### src/rtl/tx_arb_10ge_if.sv
// One 32-bit AXI-Stream channel of the tester TX path (data, keep, last, CRC-append and error sidebands).
interface tx_arb_10ge_if;
  logic        tvalid;
  logic        tready;
  logic [31:0] tdata;
  logic        tlast;
  logic [3:0]  tkeep;
  logic        tcrc;
  logic        terr;

  modport master (output tvalid, tdata, tlast, tkeep, tcrc, terr, input  tready);
  modport slave  (input  tvalid, tdata, tlast, tkeep, tcrc, terr, output tready);
endinterface

### src/rtl/tx_arb_10ge.sv
// Frame-granular round-robin arbiter s0/s1 -> 10GE MAC TX; 1-cycle grant, then zero-latency pass-through with tready mirrored.
// Length watchdog truncates frames at MAX_BEATS (tlast+terr forced) and drains the source; TX_ARB_STATS_EN adds frame/trunc counters.
module tx_arb_10ge #(
  parameter int MAX_BEATS = 384
) (
  input  logic clk,
  input  logic rst,
  input  logic arb_en,
  tx_arb_10ge_if.slave  s0_axis,
  tx_arb_10ge_if.slave  s1_axis,
  tx_arb_10ge_if.master m_axis,
  output logic busy,
  output logic gnt_id,
  output logic trunc_pulse
`ifdef TX_ARB_STATS_EN
  ,
  input  logic        stats_clr,
  output logic [31:0] frm_cnt0,
  output logic [31:0] frm_cnt1,
  output logic [15:0] trunc_cnt
`endif
);
  localparam int CNT_W = $clog2(MAX_BEATS + 1);
  localparam logic [CNT_W-1:0] LIMIT = CNT_W'(MAX_BEATS - 1);

  typedef enum logic [2:0] {IDLE, PASS0, PASS1, DRAIN0, DRAIN1} state_t;

  state_t           state_q, state_d;
  logic [CNT_W-1:0] beat_cnt_q, beat_cnt_d;
  logic             last_gnt_q, last_gnt_d;
  logic             gnt_id_q, gnt_id_d;
  logic             trunc_q, trunc_d;
  logic             frm_done, pick;

  logic        src_sel, src_vld, src_last, src_err, src_crc, src_rdy;
  logic [31:0] src_dat;
  logic [3:0]  src_keep;
  logic        pass, drain, at_limit, trunc_beat, acc;

  // Both PASS and DRAIN of source 1 select the s1 stream.
  assign src_sel  = (state_q == PASS1) || (state_q == DRAIN1);
  assign src_vld  = src_sel ? s1_axis.tvalid : s0_axis.tvalid;
  assign src_dat  = src_sel ? s1_axis.tdata  : s0_axis.tdata;
  assign src_last = src_sel ? s1_axis.tlast  : s0_axis.tlast;
  assign src_keep = src_sel ? s1_axis.tkeep  : s0_axis.tkeep;
  assign src_crc  = src_sel ? s1_axis.tcrc   : s0_axis.tcrc;
  assign src_err  = src_sel ? s1_axis.terr   : s0_axis.terr;

  assign pass       = (state_q == PASS0) || (state_q == PASS1);
  assign drain      = (state_q == DRAIN0) || (state_q == DRAIN1);
  assign at_limit   = (beat_cnt_q == LIMIT);
  assign trunc_beat = pass && at_limit && !src_last;
  assign src_rdy    = pass ? m_axis.tready : drain;
  assign acc        = src_vld && src_rdy;

  assign m_axis.tvalid = pass && src_vld;
  assign m_axis.tdata  = pass ? src_dat  : '0;
  assign m_axis.tkeep  = pass ? src_keep : '0;
  assign m_axis.tcrc   = pass && src_crc;
  assign m_axis.tlast  = pass && (src_last || trunc_beat);
  assign m_axis.terr   = pass && (src_err || trunc_beat);
  assign s0_axis.tready = !src_sel && src_rdy;
  assign s1_axis.tready = src_sel && src_rdy;

  assign busy        = (state_q != IDLE);
  assign gnt_id      = gnt_id_q;
  assign trunc_pulse = trunc_q;

  always_comb begin
    state_d    = state_q;
    beat_cnt_d = beat_cnt_q;
    last_gnt_d = last_gnt_q;
    gnt_id_d   = gnt_id_q;
    trunc_d    = 1'b0;
    frm_done   = 1'b0;
    pick       = 1'b0;
    case (state_q)
      IDLE: begin
        if (arb_en && (s0_axis.tvalid || s1_axis.tvalid)) begin
          pick       = (s0_axis.tvalid && s1_axis.tvalid) ? !last_gnt_q : s1_axis.tvalid;
          state_d    = pick ? PASS1 : PASS0;
          last_gnt_d = pick;
          gnt_id_d   = pick;
        end
      end
      PASS0, PASS1: begin
        if (acc) begin
          // A tlast landing on the limit beat is a normal end, so tlast is tested first.
          if (src_last) begin
            state_d    = IDLE;
            beat_cnt_d = '0;
            frm_done   = 1'b1;
          end else if (at_limit) begin
            state_d    = src_sel ? DRAIN1 : DRAIN0;
            beat_cnt_d = '0;
            trunc_d    = 1'b1;
          end else begin
            beat_cnt_d = beat_cnt_q + CNT_W'(1);
          end
        end
      end
      DRAIN0, DRAIN1: begin
        if (acc && src_last) state_d = IDLE;
      end
      default: state_d = IDLE;
    endcase
  end

  always_ff @(posedge clk or posedge rst) begin
    if (rst) begin
      state_q    <= IDLE;
      beat_cnt_q <= '0;
      last_gnt_q <= 1'b1;
      gnt_id_q   <= 1'b0;
      trunc_q    <= 1'b0;
    end else begin
      state_q    <= state_d;
      beat_cnt_q <= beat_cnt_d;
      last_gnt_q <= last_gnt_d;
      gnt_id_q   <= gnt_id_d;
      trunc_q    <= trunc_d;
    end
  end

`ifdef TX_ARB_STATS_EN
  logic [31:0] frm_cnt0_q, frm_cnt0_d, frm_cnt1_q, frm_cnt1_d;
  logic [15:0] trunc_cnt_q, trunc_cnt_d;

  always_comb begin
    frm_cnt0_d  = frm_cnt0_q;
    frm_cnt1_d  = frm_cnt1_q;
    trunc_cnt_d = trunc_cnt_q;
    if (stats_clr) begin
      frm_cnt0_d  = '0;
      frm_cnt1_d  = '0;
      trunc_cnt_d = '0;
    end else begin
      if (frm_done && !src_sel) frm_cnt0_d = frm_cnt0_q + 32'd1;
      if (frm_done && src_sel)  frm_cnt1_d = frm_cnt1_q + 32'd1;
      if (trunc_d)              trunc_cnt_d = trunc_cnt_q + 16'd1;
    end
  end

  always_ff @(posedge clk or posedge rst) begin
    if (rst) begin
      frm_cnt0_q  <= '0;
      frm_cnt1_q  <= '0;
      trunc_cnt_q <= '0;
    end else begin
      frm_cnt0_q  <= frm_cnt0_d;
      frm_cnt1_q  <= frm_cnt1_d;
      trunc_cnt_q <= trunc_cnt_d;
    end
  end

  assign frm_cnt0  = frm_cnt0_q;
  assign frm_cnt1  = frm_cnt1_q;
  assign trunc_cnt = trunc_cnt_q;
`endif
endmodule

### src/flat_wrapper.sv
// flat-port wrapper written by rule: the top's interface ports become plain ports
module tx_arb_10ge_flat 
#(
  parameter int MAX_BEATS = 384
)
  (clk, rst, arb_en, busy, gnt_id, trunc_pulse, s0_axis_tvalid, s0_axis_tdata, s0_axis_tlast, s0_axis_tkeep, s0_axis_tcrc, s0_axis_terr, s0_axis_tready, s1_axis_tvalid, s1_axis_tdata, s1_axis_tlast, s1_axis_tkeep, s1_axis_tcrc, s1_axis_terr, s1_axis_tready, m_axis_tvalid, m_axis_tdata, m_axis_tlast, m_axis_tkeep, m_axis_tcrc, m_axis_terr, m_axis_tready);
  tx_arb_10ge_if s0_axis_i ();
  tx_arb_10ge_if s1_axis_i ();
  tx_arb_10ge_if m_axis_i ();
  input  logic clk;
  input  logic rst;
  input  logic arb_en;
  output logic busy;
  output logic gnt_id;
  output logic trunc_pulse;
  input wire logic [$bits(s0_axis_i.tvalid)-1:0] s0_axis_tvalid;
  input wire logic [$bits(s0_axis_i.tdata)-1:0] s0_axis_tdata;
  input wire logic [$bits(s0_axis_i.tlast)-1:0] s0_axis_tlast;
  input wire logic [$bits(s0_axis_i.tkeep)-1:0] s0_axis_tkeep;
  input wire logic [$bits(s0_axis_i.tcrc)-1:0] s0_axis_tcrc;
  input wire logic [$bits(s0_axis_i.terr)-1:0] s0_axis_terr;
  output wire logic [$bits(s0_axis_i.tready)-1:0] s0_axis_tready;
  input wire logic [$bits(s1_axis_i.tvalid)-1:0] s1_axis_tvalid;
  input wire logic [$bits(s1_axis_i.tdata)-1:0] s1_axis_tdata;
  input wire logic [$bits(s1_axis_i.tlast)-1:0] s1_axis_tlast;
  input wire logic [$bits(s1_axis_i.tkeep)-1:0] s1_axis_tkeep;
  input wire logic [$bits(s1_axis_i.tcrc)-1:0] s1_axis_tcrc;
  input wire logic [$bits(s1_axis_i.terr)-1:0] s1_axis_terr;
  output wire logic [$bits(s1_axis_i.tready)-1:0] s1_axis_tready;
  output wire logic [$bits(m_axis_i.tvalid)-1:0] m_axis_tvalid;
  output wire logic [$bits(m_axis_i.tdata)-1:0] m_axis_tdata;
  output wire logic [$bits(m_axis_i.tlast)-1:0] m_axis_tlast;
  output wire logic [$bits(m_axis_i.tkeep)-1:0] m_axis_tkeep;
  output wire logic [$bits(m_axis_i.tcrc)-1:0] m_axis_tcrc;
  output wire logic [$bits(m_axis_i.terr)-1:0] m_axis_terr;
  input wire logic [$bits(m_axis_i.tready)-1:0] m_axis_tready;
  assign s0_axis_i.tvalid = s0_axis_tvalid;
  assign s0_axis_i.tdata = s0_axis_tdata;
  assign s0_axis_i.tlast = s0_axis_tlast;
  assign s0_axis_i.tkeep = s0_axis_tkeep;
  assign s0_axis_i.tcrc = s0_axis_tcrc;
  assign s0_axis_i.terr = s0_axis_terr;
  assign s0_axis_tready = s0_axis_i.tready;
  assign s1_axis_i.tvalid = s1_axis_tvalid;
  assign s1_axis_i.tdata = s1_axis_tdata;
  assign s1_axis_i.tlast = s1_axis_tlast;
  assign s1_axis_i.tkeep = s1_axis_tkeep;
  assign s1_axis_i.tcrc = s1_axis_tcrc;
  assign s1_axis_i.terr = s1_axis_terr;
  assign s1_axis_tready = s1_axis_i.tready;
  assign m_axis_tvalid = m_axis_i.tvalid;
  assign m_axis_tdata = m_axis_i.tdata;
  assign m_axis_tlast = m_axis_i.tlast;
  assign m_axis_tkeep = m_axis_i.tkeep;
  assign m_axis_tcrc = m_axis_i.tcrc;
  assign m_axis_terr = m_axis_i.terr;
  assign m_axis_i.tready = m_axis_tready;
  tx_arb_10ge #(.MAX_BEATS(MAX_BEATS)) u_core (.clk(clk), .rst(rst), .arb_en(arb_en), .s0_axis(s0_axis_i), .s1_axis(s1_axis_i), .m_axis(m_axis_i), .busy(busy), .gnt_id(gnt_id), .trunc_pulse(trunc_pulse));
endmodule
### config.mk
export PLATFORM = sky130hd
export DESIGN_NAME = tx_arb_10ge_flat
export DESIGN_NICKNAME = d
export VERILOG_FILES = /design/src/rtl/tx_arb_10ge_if.sv /design/src/rtl/tx_arb_10ge.sv /design/src/flat_wrapper.sv
export SDC_FILE = /design/constraint.sdc
export NUM_CORES = 1
export LEC_CHECK = 0
export ABC_CLOCK_PERIOD_IN_PS = 1840
export CAP_MARGIN = 20
export CORE_ASPECT_RATIO = 1.5
export CORE_MARGIN = 2
export CORE_UTILIZATION = 31
export CTS_BUF_LIST = sky130_fd_sc_hd__clkbuf_8
export CTS_CLUSTER_SIZE = 16
export DETAILED_ROUTE_END_ITERATION = 12
export PLACE_DENSITY = 0.8
export SETUP_SLACK_MARGIN = 0.3
export SYNTH_ARGS = -nofsm -noshare
export SYNTH_HDL_FRONTEND = slang
export SYNTH_SLANG_ARGS = --single-unit
### constraint.sdc
create_clock -name clk -period 1.84 [get_ports clk]
set_input_delay 0.184 -clock clk [delete_from_list [all_inputs] [get_ports clk]]
set_output_delay 0.184 -clock clk [all_outputs]
set_load 0.05 [all_outputs]
==> results of run 1 <==
[per-stage QoR]
stage / hold slack, ns / setup TNS (ns) / std cells / setup slack (ns)
floorplan: 0.0848 / 0 / 250 / 0.0306
global placement: 0.467 / 0 / 467 / 0.000249
detailed placement: 0.492 / -0.256 / 467 / -0.125
CTS: 0.333 / -7.64 / 488 / -0.205
[kinds of logic after synthesis]
| family | share of synthesized area, % |
|---|---|
| muxes | 1.33 |
| AOI/OAI and AO/OA | 30.8 |
| DFF | 23.6 |
| buffers and inverters | 7.06 |
| xor gates and xnor gates | 1.02 |
| and+or+nand+nor | 35.4 |
| adders and majority gates | 0.785 |
[cells in the mapped netlist, types with 3 or more instances]
cell / number
nor2_1: 10
a211o_1: 3
nand3_1: 8
o21ai_0: 11
a21oi_1: 45
nor3_1: 4
clkbuf_1: 10
a211oi_1: 3
dfrtp_1: 14
nand2_1: 91
a31oi_1: 3
inv_1: 7
[routing by layer]
metal	GRT overflow	track usage, %
met5	0	4.81
met3	0	53.7
met2	128	107
met4	74	97.0
met1	1	76.2
[repair_timing]
action,CTS
resized for setup,17
pin swaps,9
buffers inserted,14
cloned,3
setup endpoints to repair,59
==> impl_results.md, run 1 <==
- Seq/Total Area, Yosys: 23.6%
- Ys async rst share: 100%
- DIE HEIGHT: 91.8 um
- Worst EP Category: top-level output
- Post-Syn Area: 1590 um^2
- Row count: 32
- Cells after Synth: 250
- Status: did not finish
- Post-CTS Hold Buffers: 0
- Synth unique cells: 46
- Total CTS buffers: 3
- Placed Area: 4210 um^2
- Syn Nets: 335
- Exit stage: 5_1_grt
- Clock Tree Root: clkbuf_8
- Yosys warns: 0
- IO buf count: 128
- Seq cells post-synth: 15
- GRT Util Overall: 81.4%
- IO Pins: 129
- Log Error: [ERROR GRT-0232] Routing congestion too high. Check the congestion heatmap in the GUI.
- Yosys top cell area share: 22.0%
- Clk sinks: 15
- Synth Flop Type: dfrtp_1
- EDFF count, synth: 0
- Final Wtd Congestion: 0.910
- Clk buf depth: 2
- Chip Width: 62.6 um
- HPWL after detailed placement: 6.43 mm
- Initial core utilization: 31.6%
- Critical endpoint after global-route timing repair: m_axis_tkeep[1]
- Largest net degree at the start of global routing: 28
- H-tree lvl count: 1
- Synth area leaders: dfrtp_1 (22%), nand2_1 (21%), a21oi_1 (14%)
- Syn Area/Cell: 6.38 um^2
- Cell taking the most area after synthesis: dfrtp_1
- GRT overflow: 203
==> inputs of run 2 (changes only) <==
Settings changed: ABC_CLOCK_PERIOD_IN_PS 1840 to 2400, CORE_ASPECT_RATIO 1.5 to default, CORE_UTILIZATION 31 to 20, CTS_BUF_LIST sky130_fd_sc_hd__clkbuf_8 to default, CTS_CLUSTER_SIZE 16 to default, PLACE_DENSITY 0.8 to default, PLACE_DENSITY_LB_ADDON from default to 0.15, SETUP_SLACK_MARGIN 0.3 to default.
Clock period 1.84 ns to 2.4 ns, I/O delays scaled along.
==> impl_results.md, run 2 <==
- Status: finished, final reports clean
- Row count: 32
- Seq cells post-synth: 15
- Final setup vio count: 0
- Initial core utilization: 20.6%
- Via density: 4.64
- Max FO, Critical Path: 8
- Largest net degree at the start of global routing: 43
- Filler instances: 754
- Largest register FFs: 9
- Critical path class: reg2out
- Placed cells: 473
- Initial antenna violation count: 0
- Synth unique cells: 46
- Ys async rst share: 100%
- Worst-margin pin slew: 0.619 ns
- Biggest regs: u_core.beat_cnt_q: 9 flops, u_core.state_q: 3 flops
- First DRT Iteration DRCs: 85
- Vias: 2,218
- Worst R2R Path Depth: 6
- CP required: 2.16 ns
- Commonest cells in the netlist: nand2_1 (91), a21oi_1 (45), dfrtp_1 (14)
- Min Tclk post-route: 2.27 ns
- Fin nets: 462
- Post-Syn Area: 1590 um^2
- Tcrit/Tclk final: 94.8%
- Share of layout cells above drive strength 1: 17.6%
- Layout Utilization: 44.9%
- Vias in the first global route: 2,108
- Reg2Reg Capture Point: u_core.state_q[1]
- Max Cap Violations: 0
- Cell taking the most area after synthesis: dfrtp_1
- Slew margin rel.: 58.7%
- Setup crit start kind: register
- IO Pins: 129
- Area Overhead vs Synth: 118%
- CTS tree: done
- Top-count cell post-synth: nand2_1
- Cells after Synth: 250
- EDFF count, synth: 0
- Yosys warns: 0
- Seq/Total Area, Yosys: 23.6%
- Chip Width: 93.3 um
- Syn Area/Cell: 6.38 um^2
- Final hold vios: 0
- RSZ-0062 raised after global routing: true
- Syn Nets: 335
- DIE HEIGHT: 93.3 um
- IR Drop Worst-Case VDD: 0.838 mV
- Clock Tree Root: clkbuf_8
- GRT Util Overall: 15.3%
- CTS clk-pin slew, worst paths: 0.07 ns
- Final cell count without fillers: 478
- Register area: 377 um^2
- Yosys top cell area share: 22.0%
- Crit Reg-Reg Startpoint: u_core.beat_cnt_q[0]
- Antenna fix cells: 0
- Max Slew Vio Count: 0
- Most common cell after layout, fill and taps aside: nand2_1
- Fmax: 440 MHz
- Core area: 7730 um^2
- Worst endpoint data arrival time: 2.03 ns
- HPWL after detailed placement: 5.31 mm
- Synth Flop Type: dfrtp_1
- Synth area leaders: dfrtp_1 (22%), nand2_1 (21%), a21oi_1 (14%)
- Min-Delay Path Class: in2async
- H-tree lvl count: 1
- CP Capture Type: output pin
- Clk sinks: 15
- Die ar.: 8700 um^2
- Wirelength per Cell: 14.0 um
- Final WL: 6.70 mm
- First-pass detailed-route iteration total: 4
- GRT overflow: 0
- Antenna violation net count after detailed routing: 0
- Clock skew: 0.00604 ns
- IO buf count: 128
- Global-route wire length before repair: 10.6 mm
- Worst-Skew Late Latency: 0.25 ns
- Total CTS buffers: 3
- Commonest cells after routing, fill and taps aside: nand2_1 (91), clkdlybuf4s50_1 (85), a21oi_1 (45)
- DRC Markers: 0
- Leak pwr: 1.44 nW
- Reg with most FFs: u_core.beat_cnt_q
- Reg2Reg Setup Slack: 0.44 ns
- Final Wtd Congestion: 0.796
- Multi-input logic area: 1120 um^2
- Clk buf depth: 2
- Power density over the cells: 1640 nW/um^2
-- run 2: cell families (layout without fill, tap and decap cells) --
logic type	after synthesis	after routing	synth area share (%)
AOI/OAI and AO/OA	80	80	30.8
xor gates and xnor gates	1	1	1.02
adders and majority gates	1	1	0.785
buffers and inverters	24	150	7.06
DFF	15	15	23.6
muxes	2	2	1.33
and+or+nand+nor	127	127	35.4
-- run 2: worst max path at each step --
| stage | start | slack (ns) | end | cells after the start |
|---|---|---|---|---|
| 2_1_floorplan | u_core.state_q[2] | 0.05 | m_axis_tdata[21] | 7 |
| 3_3_place_gp | s0_axis_tvalid | 0.37 | u_core.state_q[1] | 6 |
| 3_5_place_dp | s1_axis_tvalid | 0.33 | u_core.beat_cnt_q[6] | 6 |
| 5_1_grt | u_core.state_q[1] | -0.004 | m_axis_tlast | 6 |
| 4_1_cts | u_core.state_q[1] | 0.05 | busy | 4 |
| 6_report | u_core.state_q[1] | 0.13 | m_axis_tlast | 6 |
-- run 2: where the power goes --
part	internal [W]	leakage, nW	switching, W
sequential	0.000333	0.194	0.0000825
clock	0.000118	0.0228	0.0000964
combinational	0.00214	1.22	0.00292
total	0.00259	1.44	0.00310
-- run 2: stage by stage --
stage	TNS, ns	power (W)	setup slack (ns)	hold WS [ns]	cell area, um^2
6_report	0	0.00569	0.126	0.365	3470
5_1_grt	-0.00397	0.00602	-0.00397	0.432	3470
4_1_cts	0	0.00573	0.0506	0.402	3460
3_5_place_dp	0	0.00550	0.330	0.480	3410
3_3_place_gp	0	0.00548	0.375	0.484	3410
2_1_floorplan	0	0.00314	0.0465	0.141	1590
-- run 2: what timing repair did --
| item | 4_1_cts | 5_1_grt |
|---|---|---|
| setup buffers | 0 | 1 |
| endpoints found under the setup margin | 0 | 13 |
| hold buffers | 0 | 0 |
| gates resized for setup | 0 | 2 |
-- run 2: final cells by class --
| class | instances | share of cell area [%] |
|---|---|---|
| Clock buffer | 4 | 1.30 |
| Sequential cell | 15 | 10.8 |
| Timing Repair Buffer | 139 | 51.2 |
| Inverter | 7 | 0.757 |
| Tap cell | 102 | 3.68 |
| Multi-Input combinational cell | 211 | 32.2 |
-- run 2: metal layers --
metal	share of wire, %	GRT usage [%]
met5	0	0
met2	47	24.3
met1	40	18.6
met4	1.4	4.53
met3	11	7.09
-- run 2: critical path, stage by stage, from the launching register on --
cell	delay, ns
dfrtp_1	0.44
and2b_1	0.31
o21ai_4	0.13
buf_4	0.17
a211oi_4	0.39
nor2_1	0.15
buf_12	0.18
(Power assumes the default switching activity.)
==> inputs of run 3 (changes only) <==
Settings changed: CORE_ASPECT_RATIO from default to 1.75, CORE_MARGIN 2 to default, RECOVER_POWER from default to 25.
==> impl_results.md, run 3 (synthesis gave the netlist of run 2 again) <==
- Status: finished, final reports clean
- IR Drop Worst-Case VDD: 0.782 mV
- Seq pwr share: 8.2%
- Final setup vio count: 0
- Min-Delay Path Class: in2async
- Sw Pwr: 0.00311 W
- Max Cap Violations: 0
- Tcrit/Tclk final: 91.1%
- Final Wtd Congestion: 0.841
- CTS clk-pin slew, worst paths: 0.05 ns
- Comb power frac: 86.2%
- Placed cells: 457
- Clock Power Share: 5.6%
- Switch share: 53.9%
- Worst-Skew Late Latency: 0.24 ns
- Filler instances: 756
- Area Overhead vs Synth: 118%
- Total CTS buffers: 3
- Commonest cells after routing, fill and taps aside: nand2_1 (91), clkdlybuf4s50_1 (84), a21oi_1 (45)
- Fin Setup TNS: 0 ns
- Initial antenna violation count: 0
- Fin nets: 459
- Clk buf depth: 2
- IO Pins: 129
- Largest net degree at the start of global routing: 40
- Chip Width: 69.5 um
- Largest register FFs: 9
- Critical path class: reg2out
- IO buf count: 128
- Post-route cell area: 3470 um^2
- First DRT Iteration DRCs: 92
- Global-route wire length before repair: 11.1 mm
- Most common cell after layout, fill and taps aside: nand2_1
- Max Slew Vio Count: 0
- Biggest regs: u_core.beat_cnt_q: 9 flops, u_core.state_q: 3 flops
- Antenna fix cells: 0
- Row count: 42
- Worst-margin pin slew: 0.620 ns
- CP Capture Type: output pin
- Slew margin rel.: 58.6%
- Wirelength per Cell: 15.1 um
- DRC Markers: 0
- CP required: 2.16 ns
- Internal power: 0.00266 W
- HPWL after detailed placement: 5.63 mm
- Fmax: 457 MHz
- First-pass detailed-route iteration total: 4
- Reg with most FFs: u_core.beat_cnt_q
- Antenna violation net count after detailed routing: 0
- Initial core utilization: 20.9%
- Setup crit start kind: register
- Clk sinks: 15
- GRT Util Overall: 16.5%
- Worst R2R Path Depth: 6
- Max FO, Critical Path: 5
- Vias: 2,244
- Leak pwr: 1.43 nW
- DIE HEIGHT: 120 um
- Worst endpoint data arrival time: 1.95 ns
- Final WL: 6.97 mm
- Die ar.: 8350 um^2
- Core area: 7620 um^2
- Final hold vios: 0
- Min Tclk post-route: 2.19 ns
- GRT overflow: 0
- RSZ-0062 raised after global routing: false
- Via density: 4.87
- Clock Tree Root: clkbuf_16
- Post-CTS Hold Buffers: 0
- Final cell count without fillers: 461
- Placed Area: 3380 um^2
- CTS tree: done
- Clock skew: 0.00206 ns
- Vias in the first global route: 2,293
- Share of layout cells above drive strength 1: 18.0%
- Power density over the cells: 1670 nW/um^2
- H-tree lvl count: 1
run 3: worst max-delay path: stages, from the launching register on:
cell,delay [ns]
dfrtp_1,0.40
ha_1,0.24
nand3_1,0.15
nor4b_4,0.40
nand2_1,0.12
a31oi_1,0.16
buf_4,0.23
run 3: cell type report:
type                       count  area, um^2  share of cell area, %
clock buffer                   4        78.8                   2.27
inverter                       7        26.3                  0.758
multi-input combinational    211        1120                   32.4
sequential                    15         380                   11.0
tap                           88         110                   3.17
timing repair buffer         136        1750                   50.4
run 3: routing by layer:
layer	part of all wire, %	global-route usage (%)	vias to the layer above
met5	0	0	-
met4	1.6	4.21	0
met3	5.9	3.53	10
met2	57	32.2	85
met1	36	17.4	1043
li1	-	-	1106
run 3: power by group through the flow:
stage	logic (W)	registers (W)	clock network (W)
detailed placement	0.00503	0.000465	0
CTS	0.00504	0.000461	0.000329
global placement	0.00501	0.000462	0
global route	0.00526	0.000489	0.000348
floorplan	0.00273	0.000418	0
finish	0.00498	0.000472	0.000322
run 3: path summary, 6_finish.rpt:
check / start / to / slack (ns)
worst max-delay path: u_core.beat_cnt_q[0] / m_axis_terr / 0.21
worst max register to register: u_core.state_q[2] / u_core.beat_cnt_q[6] / 0.46
worst min-delay path: rst / u_core.beat_cnt_q[8] / 0.52
max in group asynchronous: rst / u_core.state_q[2] / 1.44
min in group clk: u_core.gnt_id / u_core.gnt_id / 0.52
worst min register to register: u_core.gnt_id / u_core.gnt_id / 0.52
run 3: stage by stage:
| stage | utilization [%] | hold WS [ns] | setup WS [ns] | power, W |
|---|---|---|---|---|
| 6_report | 45.5 | 0.516 | 0.214 | 0.00578 |
| 5_1_grt | 45.5 | 0.550 | 0.0930 | 0.00610 |
| 4_1_cts | 45.4 | 0.418 | 0.0541 | 0.00583 |
| 3_5_place_dp | 44.4 | 0.507 | 0.320 | 0.00549 |
| 3_3_place_gp | 44.4 | 0.498 | 0.315 | 0.00547 |
| 2_1_floorplan | - | 0.141 | 0.0465 | 0.00314 |
run 3: repair_timing:
action	in CTS	in global routing
buffers inserted	0	0
endpoints found under the setup margin	0	4
gates resized for setup	0	4
